**src/rtl/allocator_pkg.sv**
```systemverilog
// Shared types for the allocator header load/store unit: data width, the
// null pointer value, operation codes and the request/response structs.
package allocator_pkg;

    localparam int unsigned DATA_W = 32;
    localparam logic [DATA_W-1:0] NULL_ADDR = '0;

    // Number of address bits below word granularity (forced to zero on the bus).
    localparam int unsigned ALIGN_W = $clog2(DATA_W / 8);

    typedef enum logic [1:0] {
        LSU_LOAD_HEADER,
        LSU_STORE_HEADER,
        LSU_STORE_SIZE,
        LSU_STORE_NEXT
    } lsu_op_e;

    typedef struct packed {
        logic [DATA_W-1:0] size;
        logic [DATA_W-1:0] addr;
        logic [DATA_W-1:0] next_addr;
    } header_data_t;

    typedef struct packed {
        logic         val;
        lsu_op_e      lsu_op;
        header_data_t header_data;
    } header_data_req_t;

    typedef struct packed {
        logic         val;
        header_data_t header_data;
    } header_data_rsp_t;

    typedef enum logic [2:0] {
        IDLE,
        RD_SIZE,
        RD_NEXT,
        WR_SIZE,
        WR_NEXT,
        RSP
    } lsu_state_e;

endpackage

```
**src/rtl/header_lsu.sv**
```systemverilog
// Header load/store unit: moves an allocator block header (size word at addr,
// next pointer word at addr+NEXT_OFFSET) between the core and a single-port
// memory with a req/gnt/rvalid handshake. One access in flight at a time.
module header_lsu
    import allocator_pkg::*;
#(
    parameter int unsigned NEXT_OFFSET = DATA_W / 8
) (
    input  logic                    clk_i,
    input  logic                    rst_i,
    input  header_data_req_t        req_i,
    output logic                    lsu_ready_o,
    output header_data_rsp_t        rsp_o,
    output logic                    mem_req_o,
    output logic                    mem_we_o,
    output logic [DATA_W-1:0]       mem_addr_o,
    output logic [DATA_W-1:0]       mem_wdata_o,
    input  logic                    mem_gnt_i,
    input  logic                    mem_rvalid_i,
    input  logic [DATA_W-1:0]       mem_rdata_i
);

    localparam logic [DATA_W-1:0] NEXT_OFF_W = DATA_W'(NEXT_OFFSET);
    localparam logic [DATA_W-1:0] ALIGN_MASK = {{(DATA_W - ALIGN_W){1'b1}}, {ALIGN_W{1'b0}}};

    lsu_state_e   state_q, state_d;
    lsu_op_e      op_q, op_d;
    header_data_t hdr_q, hdr_d;         // registered request; size reused as read buffer
    header_data_t rsp_hdr_q, rsp_hdr_d; // response payload, held between responses
    logic         rd_wait_q, rd_wait_d; // read granted, waiting for rvalid

    logic is_rd, is_wr, rd_done, wr_done;
    logic [DATA_W-1:0] next_word_addr;

    // Wrap-around is intentional: the sum is taken modulo 2^DATA_W.
    assign next_word_addr = hdr_q.addr + NEXT_OFF_W;

    assign is_rd   = (state_q == RD_SIZE) || (state_q == RD_NEXT);
    assign is_wr   = (state_q == WR_SIZE) || (state_q == WR_NEXT);
    // rvalid only counts once our own read has been granted, so stray or
    // pre-reset rvalids never complete an access.
    assign rd_done = is_rd && rd_wait_q && mem_rvalid_i;
    assign wr_done = is_wr && mem_gnt_i;

    // State register
    always_ff @(posedge clk_i) begin
        if (rst_i) state_q <= IDLE;
        else       state_q <= state_d;
    end

    // Next-state logic
    always_comb begin
        state_d = state_q;
        case (state_q)
            IDLE: begin
                if (req_i.val) begin
                    case (req_i.lsu_op)
                        LSU_LOAD_HEADER:  state_d = (req_i.header_data.addr == NULL_ADDR) ? RSP : RD_SIZE;
                        LSU_STORE_HEADER: state_d = WR_SIZE;
                        LSU_STORE_SIZE:   state_d = WR_SIZE;
                        LSU_STORE_NEXT:   state_d = WR_NEXT;
                        default:          state_d = IDLE;
                    endcase
                end
            end
            RD_SIZE: if (rd_done) state_d = RD_NEXT;
            RD_NEXT: if (rd_done) state_d = RSP;
            WR_SIZE: if (wr_done) state_d = (op_q == LSU_STORE_HEADER) ? WR_NEXT : RSP;
            WR_NEXT: if (wr_done) state_d = RSP;
            RSP:     state_d = IDLE;
            default: state_d = IDLE;
        endcase
    end

    // FSM outputs; bus fields come only from registers so they stay stable
    // while a request waits for its grant.
    always_comb begin
        logic [DATA_W-1:0] raw_addr;
        lsu_ready_o = (state_q == IDLE);
        rsp_o.val   = (state_q == RSP);
        mem_req_o   = 1'b0;
        mem_we_o    = 1'b0;
        raw_addr    = hdr_q.addr;
        mem_wdata_o = hdr_q.size;
        case (state_q)
            RD_SIZE: mem_req_o = !rd_wait_q;
            RD_NEXT: begin
                mem_req_o = !rd_wait_q;
                raw_addr  = next_word_addr;
            end
            WR_SIZE: begin
                mem_req_o = 1'b1;
                mem_we_o  = 1'b1;
            end
            WR_NEXT: begin
                mem_req_o   = 1'b1;
                mem_we_o    = 1'b1;
                raw_addr    = next_word_addr;
                mem_wdata_o = hdr_q.next_addr;
            end
            default: ;
        endcase
        mem_addr_o = raw_addr & ALIGN_MASK;
    end

    assign rsp_o.header_data = rsp_hdr_q;

    // Datapath next-state: capture request, track read grant, collect read data
    always_comb begin
        op_d      = op_q;
        hdr_d     = hdr_q;
        rsp_hdr_d = rsp_hdr_q;
        rd_wait_d = rd_wait_q;
        if (state_q == IDLE && req_i.val) begin
            op_d  = req_i.lsu_op;
            hdr_d = req_i.header_data;
            if (req_i.lsu_op == LSU_LOAD_HEADER && req_i.header_data.addr == NULL_ADDR) begin
                rsp_hdr_d.size      = '0;
                rsp_hdr_d.addr      = req_i.header_data.addr;
                rsp_hdr_d.next_addr = NULL_ADDR;
            end
        end
        if (is_rd && mem_req_o && mem_gnt_i) rd_wait_d = 1'b1;
        if (rd_done) begin
            rd_wait_d = 1'b0;
            if (state_q == RD_SIZE) begin
                hdr_d.size = mem_rdata_i;
            end else begin
                rsp_hdr_d.size      = hdr_q.size;
                rsp_hdr_d.addr      = hdr_q.addr;
                rsp_hdr_d.next_addr = mem_rdata_i;
            end
        end
        // Stores echo the registered request once the last write is granted.
        if (wr_done && state_d == RSP) rsp_hdr_d = hdr_q;
    end

    // Datapath registers
    always_ff @(posedge clk_i) begin
        if (rst_i) begin
            op_q      <= LSU_LOAD_HEADER;
            hdr_q     <= '0;
            rsp_hdr_q <= '0;
            rd_wait_q <= 1'b0;
        end else begin
            op_q      <= op_d;
            hdr_q     <= hdr_d;
            rsp_hdr_q <= rsp_hdr_d;
            rd_wait_q <= rd_wait_d;
        end
    end

endmodule

```
**config.mk**
```make
export PLATFORM = sky130hd
export DESIGN_NAME = header_lsu
export DESIGN_NICKNAME = d
export VERILOG_FILES = /design/src/rtl/allocator_pkg.sv /design/src/rtl/header_lsu.sv
export SDC_FILE = /design/constraint.sdc
export NUM_CORES = 1
export LEC_CHECK = 0
export ABC_AREA = 1
export CAP_MARGIN = 30
export CORE_ASPECT_RATIO = 0.7
export CORE_MARGIN = 2
export CORE_UTILIZATION = 40
export CTS_CLUSTER_DIAMETER = 200
export DETAILED_ROUTE_END_ITERATION = 8
export GPL_TIMING_DRIVEN = 0
export PLACE_DENSITY = 0.72
export SLEW_MARGIN = 20
export SYNTH_ARGS = -nofsm -noshare
export SYNTH_HDL_FRONTEND = slang
export SYNTH_SLANG_ARGS = --single-unit
```
**constraint.sdc**
```tcl
create_clock -name clk_i -period 1.6 [get_ports clk_i]
set_input_delay 0.32 -clock clk_i [delete_from_list [all_inputs] [get_ports clk_i]]
set_output_delay 0.32 -clock clk_i [all_outputs]
set_load 0.01 [all_outputs]
```
=== Word-level counts from Yosys, hierarchy flattened ===
Cells that the tools add are included.

* Memory bits (read-only): 0
* Input bits: 135
* Latch bits: 0
* Bits in writable memories: 0
* Bits in registers: 198
* Output and inout port bits: 164
* Word-level logic and storage cells: 60
* Memories: 0

* $add $sub $neg: 1
* Divide/modulo/power cells: 0
* Reductions and logical operators: 19
* $lt $le $gt $ge: 0
* Shifts and indexed selects: 0
* Equal/unequal tests: 10
* Bitwise gates (word level): 0
* $mul: 0
* Muxes and demuxes: 21

{| class="wikitable"
|+ Operators with widths
! cell !! count
|-
| 96-bit two-way mux || 6
|-
| 32-bit two-way mux || 4
|-
| 32-bit by 3-bit adder with 32-bit output, second input constant || 1
|-
| 32-bit zero test || 1
|-
| 3-bit two-way mux || 6
|-
| 3-bit one-hot mux with 5 select lines || 1
|-
| 2-bit OR reduction || 5
|-
| 3-bit == test, second input constant || 3
|-
| 3-bit one-hot mux with 3 select lines || 1
|-
| 1-bit logical AND || 8
|-
| 3-bit by 2-bit == test with 1-bit output, second input constant || 2
|-
| 2-bit by 1-bit == test with 1-bit output, second input constant || 2
|-
| 2-bit == test, second input constant || 2
|-
| 3-bit by 1-bit == test with 1-bit output, second input constant || 1
|-
| 3-bit zero test || 1
|-
| 2-bit zero test || 1
|-
| 1-bit logical OR || 2
|-
| 1-bit two-way mux || 2
|-
| 1-bit one-hot mux with 2 select lines || 1
|-
| 1-bit zero test || 1
|}

=== Depth between registers and ports, before layout ===
* Word-level depth: 9
* Gate-level depth with buffers: 13
* Mapped depth without buffers: 11

=== Worst setup path after synthesis ===
No wires, ideal clock.

* Path type: reg2out
* Start point: register hdr_q[36] (netlist bit)
* End point: output mem_addr_o[18]
* Slack: -0.209 ns
* Buffers on the path: 0
* Arrival time: 1.489 ns
* Data required time: 1.280 ns
* Stages on the path, launching flop included: 9
* Cells stage by stage: dfxtp_1 -> inv_1 -> nor3_1 -> nand2_1 -> nor2_2 -> nand3_1 -> nor2_1 -> nand2_1 -> xor2_1

* Longest elaborated chain between the ends: 2

{| class="wikitable"
|+ Ends and longest elaborated chain
! item !! RTL line !! source
|-
| from (decl) || header_lsu.sv:28 || <nowiki>header_data_t hdr_q, hdr_d;</nowiki>
|-
| from (signal assigned) || header_lsu.sv:147 || <nowiki>hdr_q <= hdr_d;</nowiki>
|-
| 32-bit by 3-bit adder with 32-bit output || header_lsu.sv:36 || <nowiki>assign next_word_addr = hdr_q.addr + NEXT_OFF_W;</nowiki>
|-
| 32-bit two-way mux || header_lsu.sv:85 || <nowiki>case (state_q)</nowiki>
|-
| to (decl) || header_lsu.sv:16 || <nowiki>output logic [DATA_W-1:0] mem_addr_o,</nowiki>
|}

No other way between the ends.

=== Final worst setup path ===
* Start point: register hdr_q[38] (netlist bit)
* End point: output mem_addr_o[18]

Same word-level chain as after synthesis.

==> results.tsv <==
metric	value	unit
Hold Crit Class	in2reg	
GPL Wtd Cong	0.9491	
syn_area_per_cell	6.200	sq um
1st-iter DRT viols	1471	
fin nets	2278	
clk root buf	clkbuf_16	
Critical Path Max Stage Delay	0.38	ns
drt drc	0	
CP arrival	2.12	ns
CP delay by family, top	simple AND/OR/NAND/NOR gates	
TritonRoute pass-1 iters	6	
crit share post-route	152.3	%
drt total wl	53.26	mm
clock-pin slew on the worst setup and hold paths	0.08	ns
pwr dens	1137	nW/um^2
fin cells	2509	
multi-input logic area	6894	sq um
vias per inst	5.484	
most numerous cell in the Yosys netlist	nand2_1	
final setup fails	169	
worst setup margin	-0.8360	ns
post-synthesis sequential area ratio	37.50	%
initial antenna violation count	0	
DP HPWL	35.27	mm
Netlist Area Pre-Place	10570	sq um
synth top area cells	dfxtp_1 37%, nand2_1 18%, inv_1 9.5%	
vias in the first global route	11970	
die area	27770	sq um
placed insts	2358	
vias	13760	
Slew @ Worst Pin	0.8730	ns
Die Y	140.0	um
Post-synth EDFFs	0	
TritonCTS clock tree	built	
largest net degree at the start of global routing	19	
share of cells above drive strength 1	32.25	%
leakage	10.80	nW
WS Path Type	reg2out	
buffers added on ports	295	
fmax	410.5	MHz
pre-CTS WS	-1.279	ns
CP max-delay cell	dfxtp_4	
diodes inserted	0	
Max clock buf depth	2	
cts hold-fix bufs	0	
kind of end point of the critical path	primary output	
CP cell instances	nand2_4 -> nor3_4 -> nand2_2 -> nor2_4 -> nand3_4 -> nor2_4 -> nand2_2 -> xor2_2 -> buf_2	
Top-Level Pins	299	
drt wl/cell	21.23	um
slew margin rel.	41.80	%
Async SR Flop Fraction	0	%
clock buffer count from CTS	17	
maximum resistive drop on vdd	0.0008470	V
FF/Latch Area	4073	sq um
PnR Total Power	21.06	mW
synth cell count leaders	503 x nand2_1, 267 x inv_1, 198 x dfxtp_1, 165 x o21ai_0, 132 x nand3_1	
failing checks	setup timing	
synth warn	0	
starting density of the core	40.96	%
clk sink count	198	
worst hold margin	0.2661	ns
Critical Path RT	1.28	ns
fin crit period	2.436	ns
Max-cap violations	0	
RSZ-0062 raised after global routing	true	
clk_lat worst skew	0.46	ns
Cells after Synth	1705	
Synth cell types	28	
leading area contributor after synthesis	dfxtp_1	
width of the die	198.3	um
Overflow after GRT	0	
Yosys top cell area share	37.50	%
CP startpoint kind	flip-flop	
core box area	25810	sq um
buffers and inverters on the worst path	1	
Filler cells	1939	
CTS H-Tree Depth	4	
first-pass GRT wire length	71.03	mm
setup TNS	-87.82	ns
Layout area overhead	75.26	%
skew final	0.01728	ns
largest fanout on the critical path	3	
status	finished with violations	
Core Rows	49	
Max Slew Vio Count	0	
number of synthesized register bits	198	
Routed Antenna Nets	0	
Final Hold Vio Count	0	
Total GRT Usage	34.30	%
commonest register cell after synthesis	dfxtp_1	
worst paths after layout:
| check | startpoint | endpoint | slack [ns] | cells past startpoint |
|---|---|---|---|---|
| worst max-delay path | hdr_q[38] | mem_addr_o[18] | -0.84 | 9 |
| worst min-delay path | rst_i | state_q[0] | 0.27 | 2 |
| worst max register to register | state_q[1] | rsp_o[47] | -0.58 | 15 |
| worst min register to register | op_q[0] | op_q[0] | 0.49 | 2 |
placed cells by master (no fill, tap or decap), drive strengths merged:
cell type / synthesis / layout
a21oi: 72 / 72
a31oi: 33 / 33
buf: 45 / 238
clkbuf: 63 / 72
clkdlybuf4s50: 0 / 132
clkinv: 1 / 5
clkinvlp: 0 / 4
conb: 1 / 2
dfxtp: 198 / 198
dlygate4sd2: 0 / 1
dlymetal6s2s: 0 / 96
ha: 4 / 4
inv: 270 / 277
nand2: 509 / 509
nand3: 133 / 133
nand4: 6 / 6
nor2: 123 / 123
nor3: 16 / 16
nor4: 1 / 1
o211ai: 1 / 1
o21ai: 207 / 207
xor2: 22 / 22
final cells by class:
type                    count  area share (%)
multi-input cells        1129           37.21
repair buffers            419           24.45
flip-flops and latches    198           21.98
inverters                 271           5.598
plain buffers             103           5.409
well taps                 357           2.411
clock buffers              17           2.296
clock inverters            15          0.6415
cells by family (layout without fill, tap and decap cells):
logic type,after synthesis,count (layout),share of synthesized area [%]
adders and majority gates,4,4,0.4734
xor gates and xnor gates,22,22,1.823
DFF,198,198,37.50
and+or+nand+nor,788,788,30.31
AOI/OAI and AO/OA,313,313,15.34
buffers and inverters,379,825,14.52
other,1,2,0.03547
layer usage:
layer	global-route usage [%]	wire [um]	vias to the layer above
met5	0.7055	0	-
met2	49.36	22360	994
li1	-	-	6203
met3	7.127	6811	151
met4	9.893	1795	0
met1	51.06	22300	6412
worst reg2reg max path, stage by stage (launching register included):
cell and delay (ns):
dfxtp_4 0.37, nor2_4 0.14, nand2_4 0.09, buf_6 0.14, buf_6 0.12, buf_6 0.13, nand2_8 0.08, inv_6 0.04
nor2_4 0.18, nand2_8 0.13, clkbuf_16 0.21, clkbuf_16 0.16, o21ai_2 0.12, inv_1 0.06, nand2_1 0.07, inv_1 0.04
report_power, final:
part           internal [mW]  switching (mW)  total, mW
combinational           4.28            5.51       9.79
clock                   2.03            2.24       4.27
sequential              5.92            1.07       7.00
total                   12.2            8.82       21.1
flip-flops by register name, summed over array words and instances (netlist names):
signal,cells
op_q,2
hdr_q,96
rd_wait_q,1
rsp_o,96
state_q,3
repair_timing:
item                       in CTS  in global routing
pin swaps                      53                130
gates resized for setup       598                684
setup endpoints to repair     358                359
gates cloned                   11                 17
setup buffers                  63                 40
stage by stage:
| step | util [%] | area (sq um) |
|---|---|---|
| global placement | 54.53 | 14070 |
| finish | 71.78 | 18530 |
| floorplan | - | 10680 |
| CTS | 62.77 | 16200 |
| global route | 71.78 | 18530 |
| detailed placement | 54.53 | 14070 |
(Power assumes the default switching activity.)
